--- src/rtl/regfile_seq_pkg.sv ---
// Shared constants for the tile register-file command sequencer:
// opcodes, regfile op codes, the "no register" select and the FSM encoding.
package regfile_seq_pkg;

    localparam logic [1:0] OP_LOAD  = 2'b00;
    localparam logic [1:0] OP_STORE = 2'b01;
    localparam logic [1:0] OP_COPY  = 2'b10;
    localparam logic [1:0] OP_XCOPY = 2'b11;

    localparam logic [1:0] RF_OP_NORMAL    = 2'b00;
    localparam logic [1:0] RF_OP_TRANSPOSE = 2'b11;

    localparam int SEL_NONE = 0;

    typedef enum logic [2:0] {
        ST_IDLE  = 3'd0,
        ST_LOAD  = 3'd1,
        ST_STORE = 3'd2,
        ST_COPY  = 3'd3,
        ST_ERR   = 3'd4,
        ST_DONE  = 3'd5
    } state_e;

    // A command is legal when every register it names is real and a copy never targets its own source.
    function automatic logic cmd_legal(input logic [1:0] op, input logic src_none,
                                       input logic dst_none, input logic same);
        logic ok;
        case (op)
            OP_LOAD:  ok = !dst_none;
            OP_STORE: ok = !src_none;
            default:  ok = !src_none && !dst_none && !same;
        endcase
        return ok;
    endfunction

endpackage

--- src/rtl/regfile_seq.sv ---
// Tile command sequencer: accepts one LOAD/STORE/COPY/XCOPY command and streams
// its row beats by driving the regfile op and select lines.
module regfile_seq
    import regfile_seq_pkg::*;
#(
    parameter int SEL_W = 4,
    parameter int ROWS  = 4
) (
    input  logic             clk,
    input  logic             rst,
    input  logic             cmd_valid,
    output logic             cmd_ready,
    input  logic [1:0]       cmd_op,
    input  logic [SEL_W-1:0] cmd_src,
    input  logic [SEL_W-1:0] cmd_dst,
    input  logic             ld_valid,
    output logic             ld_ready,
    output logic             st_valid,
    input  logic             st_ready,
    output logic [1:0]       rf_op,
    output logic [SEL_W-1:0] rf_sel_in_1,
    output logic [SEL_W-1:0] rf_sel_in_3,
    output logic [SEL_W-1:0] rf_sel_out_1,
    output logic [SEL_W-1:0] rf_sel_out_3,
    output logic             busy,
    output logic             done,
    output logic             err
);

    localparam int                CNT_W    = (ROWS > 1) ? $clog2(ROWS) : 1;
    localparam logic [CNT_W-1:0]  LAST_ROW = CNT_W'(ROWS - 1);
    localparam logic [SEL_W-1:0]  SEL_ZERO = SEL_W'(SEL_NONE);

    state_e             r_state;
    state_e             w_next;
    logic [1:0]         r_op;
    logic [SEL_W-1:0]   r_src;
    logic [SEL_W-1:0]   r_dst;
    logic [CNT_W-1:0]   r_row;
    logic               r_err;
    logic               r_done;
    logic               r_busy;
    logic               r_cmd_ready;
    logic               r_ld_ready;
    logic               r_st_valid;
    logic               w_accept;
    logic               w_legal;
    logic               w_beat;
    logic               w_last;

    assign w_accept = cmd_valid && (r_state == ST_IDLE);
    assign w_legal  = cmd_legal(cmd_op, cmd_src == SEL_ZERO, cmd_dst == SEL_ZERO, cmd_src == cmd_dst);
    assign w_last   = w_beat && (r_row == LAST_ROW);

    assign cmd_ready = r_cmd_ready;
    assign ld_ready  = r_ld_ready;
    assign st_valid  = r_st_valid;
    assign busy      = r_busy;
    assign done      = r_done;
    assign err       = r_err;

    // Beat qualification: external handshake for LOAD/STORE, free-running for COPY.
    always_comb begin
        w_beat = 1'b0;
        case (r_state)
            ST_LOAD:  w_beat = ld_valid;
            ST_STORE: w_beat = st_ready;
            ST_COPY:  w_beat = 1'b1;
            default:  w_beat = 1'b0;
        endcase
    end

    // Next-state selection.
    always_comb begin
        w_next = r_state;
        case (r_state)
            ST_IDLE: begin
                if (!w_accept) begin
                    w_next = ST_IDLE;
                end else if (!w_legal) begin
                    w_next = ST_ERR;
                end else if (cmd_op == OP_LOAD) begin
                    w_next = ST_LOAD;
                end else if (cmd_op == OP_STORE) begin
                    w_next = ST_STORE;
                end else begin
                    w_next = ST_COPY;
                end
            end
            ST_LOAD, ST_STORE, ST_COPY: begin
                if (w_last) begin
                    w_next = ST_DONE;
                end else begin
                    w_next = r_state;
                end
            end
            ST_ERR:  w_next = ST_DONE;
            ST_DONE: w_next = ST_IDLE;
            default: w_next = ST_IDLE;
        endcase
    end

    // FSM state, command capture, row counter and registered status outputs.
    always_ff @(posedge clk or negedge rst) begin
        if (!rst) begin
            r_state     <= ST_IDLE;
            r_op        <= OP_LOAD;
            r_src       <= SEL_ZERO;
            r_dst       <= SEL_ZERO;
            r_row       <= {CNT_W{1'b0}};
            r_err       <= 1'b0;
            r_done      <= 1'b0;
            r_busy      <= 1'b0;
            r_cmd_ready <= 1'b1;
            r_ld_ready  <= 1'b0;
            r_st_valid  <= 1'b0;
        end else begin
            r_state <= w_next;
            if (w_accept) begin
                r_op  <= cmd_op;
                r_src <= cmd_src;
                r_dst <= cmd_dst;
                r_row <= {CNT_W{1'b0}};
                r_err <= 1'b0;
            end else if (w_beat) begin
                r_row <= w_last ? {CNT_W{1'b0}} : r_row + CNT_W'(1);
            end else if (r_state == ST_ERR) begin
                r_err <= 1'b1;
            end else begin
                r_row <= r_row;
            end
            r_done      <= (w_next == ST_DONE);
            r_busy      <= (w_next != ST_IDLE);
            r_cmd_ready <= (w_next == ST_IDLE);
            r_ld_ready  <= (w_next == ST_LOAD);
            r_st_valid  <= (w_next == ST_STORE);
        end
    end

    // Regfile selects: only the path owned by the current state is ever nonzero, and stalls gate it.
    always_comb begin
        rf_op        = RF_OP_NORMAL;
        rf_sel_in_1  = SEL_ZERO;
        rf_sel_in_3  = SEL_ZERO;
        rf_sel_out_1 = SEL_ZERO;
        rf_sel_out_3 = SEL_ZERO;
        case (r_state)
            ST_LOAD: begin
                if (ld_valid) begin
                    rf_sel_in_3 = r_dst;
                end else begin
                    rf_sel_in_3 = SEL_ZERO;
                end
            end
            ST_STORE: begin
                if (st_ready) begin
                    rf_sel_out_3 = r_src;
                end else begin
                    rf_sel_out_3 = SEL_ZERO;
                end
            end
            ST_COPY: begin
                rf_sel_out_1 = r_src;
                rf_sel_in_1  = r_dst;
                rf_op        = (r_op == OP_XCOPY) ? RF_OP_TRANSPOSE : RF_OP_NORMAL;
            end
            default: rf_op = RF_OP_NORMAL;
        endcase
    end

endmodule

--- config.mk ---
export PLATFORM = sky130hd
export DESIGN_NAME = regfile_seq
export DESIGN_NICKNAME = d
export VERILOG_FILES = /design/src/rtl/regfile_seq_pkg.sv /design/src/rtl/regfile_seq.sv
export SDC_FILE = /design/constraint.sdc
export NUM_CORES = 1
export LEC_CHECK = 0
export CORE_UTILIZATION = 40
export CTS_CLUSTER_SIZE = 14
export DETAILED_ROUTE_END_ITERATION = 8
export PLACE_DENSITY = 0.74
export SETUP_SLACK_MARGIN = 0.3
export SYNTH_ARGS = -nofsm -noshare
export SYNTH_HDL_FRONTEND = slang
export SYNTH_SLANG_ARGS = --single-unit
--- constraint.sdc ---
create_clock -name clk -period 1.6 [get_ports clk]
set_input_delay 0.24 -clock clk [delete_from_list [all_inputs] [get_ports clk]]
set_output_delay 0.24 -clock clk [all_outputs]
set_load 0.005 [all_outputs]
==> results.md, run 1 <==
- Run status: complete, but fails checks
- Violations in the final reports: setup timing
- Cell area after synthesis: ~1100 µm²
- Cell type group with the largest total delay on the critical path: simple AND/OR/NAND/NOR gates
- Vert. Die Dim: approximately 55 µm
- Setup repair after global routing missed its margin: yes
- Post-route standard cell area excluding fillers: 2170 µm²
- Met1 layer usage reported by global route: 0.286
- Antenna diode instance count: 0
- Clock latency reported for the late side of the worst-skew pair: 0.34 ns
- M2 GR Usage: 0.478
- Largest stage delay on the critical path: a little under 0.6 ns
- Placed standard-cell area: 1730 µm²
- Global router's overall resource usage: 0.254
- Initial antenna violation count: 0
- Share of the synthesized netlist area taken by xor and xnor gates: 0.0307
- Final worst clock skew: 0.00572 ns
- Clock tree from TritonCTS: done
- Critical path class: register to register
- Layout-stage area growth over the synthesis result: 90.1%
- Highest ir drop seen on vdd: 1.75 mV
- Multiplexer area fraction after synthesis: 0
- Number of port buffers: 38
- Actual transition at the worst max-transition pin: 0.356 ns
- Ports placed on the boundary: 39
- Reg2Reg Capture Point: ld_ready$_DFF_PN0_
- Drt first pass iters: 4
- Area of the core region: 2590 µm²
- Count of placed standard cells in the final layout, fillers left out: about 240
- GR met3 Demand/Resource: 0.0304
- Slowest-stage cell, CP: or4b_4
- Die width: 55.4 µm
- Count of warnings emitted by yosys: 0
- Final Hold Viols: 0
- Number of fillers in the final layout: 134
- Footprint of the flip-flops and latches: 529 µm²
- Sum of negative setup slack: -8.63 ns
- Setup Viol. Count Final: 39
- Path class of the lowest-slack min-delay path: input port to async pin
- H-Tree Level Count: 1
- Worst hold margin: approximately 0.22 ns
- Final net count: 228
- Inserted Clock Buffers: 3
- Antenna violation net count after detailed routing: 0
- Routability congestion estimate: around 0.88
- Path depth of the worst reg2reg path: 6
- Sequential-to-total area share from yosys stat: 0.462
- Count of clock tree sinks: 21
- Final period demand of the worst path: 1.93 ns
- Static leakage: 1.10 nW
- Achievable Freq: 0.519 GHz
- Required time reported for the critical path endpoint: roughly 1.9 ns
- Share of cells above drive strength 1: 0.555
- CP cell instances: buf_6 -> buf_6 -> or4b_4 -> nor3_4 -> nor3_4 -> nor4bb_4
- Number of flip-flops and latches in the synthesized netlist: 21
- Starting density of the core: 0.440
- Clock root buffer: clkbuf_4
- Worst path bufs/invs: 2
- Gate count after technology mapping: 124
- First-pass GRT wire length: between 6 and 7 mm
- Routed vias/inst: between 5 and 6
- Final routed wirelength across all metal layers: between 4 and 5 mm
- CTS clk-pin slew, worst paths: about 0.14 ns
- Area taken by multi-input logic gates: 719 µm²
- Residual overflow from global routing: 0
- Largest family of logic cells by synthesized area: simple AND/OR/NAND/NOR gates
- Maximum number of pins on one net before global-route repair: 22
- Die Footprint: 3070 µm²
- Synthesized-area fraction occupied by adder cells: 0.0110
- Endpoint arrival time on the critical path: 2.19 ns
- PwrDens: roughly 1600 nW/µm²
- Synthesized-area fraction occupied by and/or/nand/nor cells: 0.390
- Critical path endpoint category: register
- # DRC: 0
- Launching element type of the critical path: register
- # placed instances: between 200 and 250
- Number of DRC violations after detailed-routing iteration 0: 31
- Worst-case setup slack after placement: -0.543 ns
- Half-perimeter wire length after placement: 2.31 mm
- Number of distinct library cells after synthesis: 36
- Relative slew slack: 0.761
- CP Max Fanout: 5
- Vias post-DR: roughly 1300
- Count of standard-cell rows: 18
- Average footprint of a synthesized cell: 9.19 µm²
- Routing layer with the top usage in global route: met2
- Critical R2R Launch: r_state[2]$_DFF_PN0_
- Post-synthesis compound-gate area fraction: 0.0746
- Mean routed wirelength per cell: 18.7 µm
- Syn_nets: 140
- Setup WS post-layout: -0.327 ns
- Number of global-route vias before repair: 1290
- Number of buffers on the longest clock path: 2
- Crit share post-route: 1.20
- Number of max-capacitance violations reported: 0
- Slack of the worst reg-to-reg path: -0.33 ns
- Max-slew violation total from the final report: 0
layout by cell type (no fill, tap or decap), drive strengths merged, types with 2 or more instances in the layout:
master / instances
dlygate4sd2: 5
xnor2: 4
nor3: 3
o21ai: 4
dfrtp: 20
and2: 16
nand2b: 2
nor4: 2
clkbuf: 4
clkdlybuf4s50: 14
nor2: 4
a21o: 3
buf: 69
nand2: 38
nand4: 3
and3: 2
nor4bb: 2
state kept, by name, summed over array words and instances (netlist names):
signal / flops
busy: 1
cmd_ready: 1
done: 1
err: 1
ld_ready: 1
r_dst: 4
r_op: 2
r_row: 2
r_src: 4
r_state: 3
st_valid: 1
how the worst max path moves through the flow:
stage                     cells after the start  slack [ns]                  to                  from
final                                         6       -0.33  ld_ready$_DFF_PN0_  r_state[2]$_DFF_PN0_
after detailed placement                      5       -0.54     rf_sel_out_3[2]              st_ready
after global routing                          6       -0.41  ld_ready$_DFF_PN0_  r_state[2]$_DFF_PN0_
after floorplan                               5       -0.04  ld_ready$_DFF_PN0_  r_state[2]$_DFF_PN0_
after CTS                                     6       -0.25     rf_sel_out_1[2]  r_state[0]$_DFF_PN0_
after global placement                        5       -0.44     rf_sel_out_3[2]              st_ready
cell type report:
| cell class | count | share of cell area |
|---|---|---|
| well taps | 30 | 0.0173 |
| clock buffers | 3 | 0.0104 |
| multi-input cells | 97 | 0.332 |
| clock inverters | 1 | 0.00231 |
| flip-flops and latches | 21 | 0.244 |
| repair buffers | 89 | 0.394 |
cells by family (layout without fill, tap and decap cells):
| logic type | Yosys count | count (layout) |
|---|---|---|
| buf+inv | 6 | 93 |
| compound gates | 13 | 13 |
| xor+xnor | 4 | 4 |
| fa+ha+maj | 1 | 1 |
| flops | 21 | 21 |
| simple gates | 79 | 79 |
layer usage:
metal / vias up / wire (µm)
met1: 654 / 1770
met2: 48 / 2400
met5: - / 0
li1: 589 / -
met3: 16 / 178
met4: 0 / 151
per-stage QoR:
stage	total power, mW	util
2_1_floorplan	1.66	-
3_3_place_gp	2.26	0.668
3_5_place_dp	2.31	0.668
4_1_cts	2.99	0.750
5_1_grt	3.76	0.837
6_report	3.57	0.837
worst reg2reg max path, cell delays in order, from the launching register on:
cell and delay, ns:
dfrtp_2 0.47, buf_6 0.13, buf_6 0.11, or4b_4 0.58
nor3_4 0.19, nor3_4 0.09, nor4bb_4 0.26
Yosys cell counts, drive strengths merged:
library cell / count / area, µm²
or2: 1 / 6.26
nor4bb: 2 / 35.0
a21o: 3 / 22.5
xnor2: 4 / 35.0
buf: 4 / 28.8
dfstp: 1 / 26.3
o21ai: 4 / 20.0
nand4: 3 / 18.8
o31ai: 1 / 7.51
o31a: 1 / 8.76
nor3b: 1 / 7.51
and2: 16 / 100
o22ai: 1 / 6.26
a21oi: 1 / 5.00
or4b: 1 / 10.0
nor3: 3 / 31.3
and3b: 1 / 8.76
and4: 1 / 8.76
a31oi: 1 / 6.26
and3: 2 / 12.5
nand2: 38 / 143
nor4: 2 / 18.8
nand2b: 2 / 12.5
dfrtp: 20 / 500
clkbuf: 2 / 7.51
nand3b: 1 / 7.51
a211o: 1 / 8.76
ha: 1 / 12.5
or3b: 1 / 8.76
nor2: 4 / 15.0
power breakdown:
group          switching (mW)  total (mW)  internal [mW]
Clock                   0.203       0.297         0.0945
Sequential              0.194       0.986          0.792
Combinational           0.976        2.29           1.31
Total                    1.37        3.57           2.20
timing repair:
item | in CTS | in global routing
setup endpoints to repair | 43 | 40
pin swaps | 13 | 16
resized for setup | 115 | 46
setup buffers | 16 | 8
hold buffers | 0 | 0
No activity file was read; power rests on OpenSTA's default activity.
==> run 2, diff against run 1 <==
CAP_MARGIN = 40   (was unset)
==> results of run 2 <==
No change in the layout: final DEF, timing and power equal those of run 1.
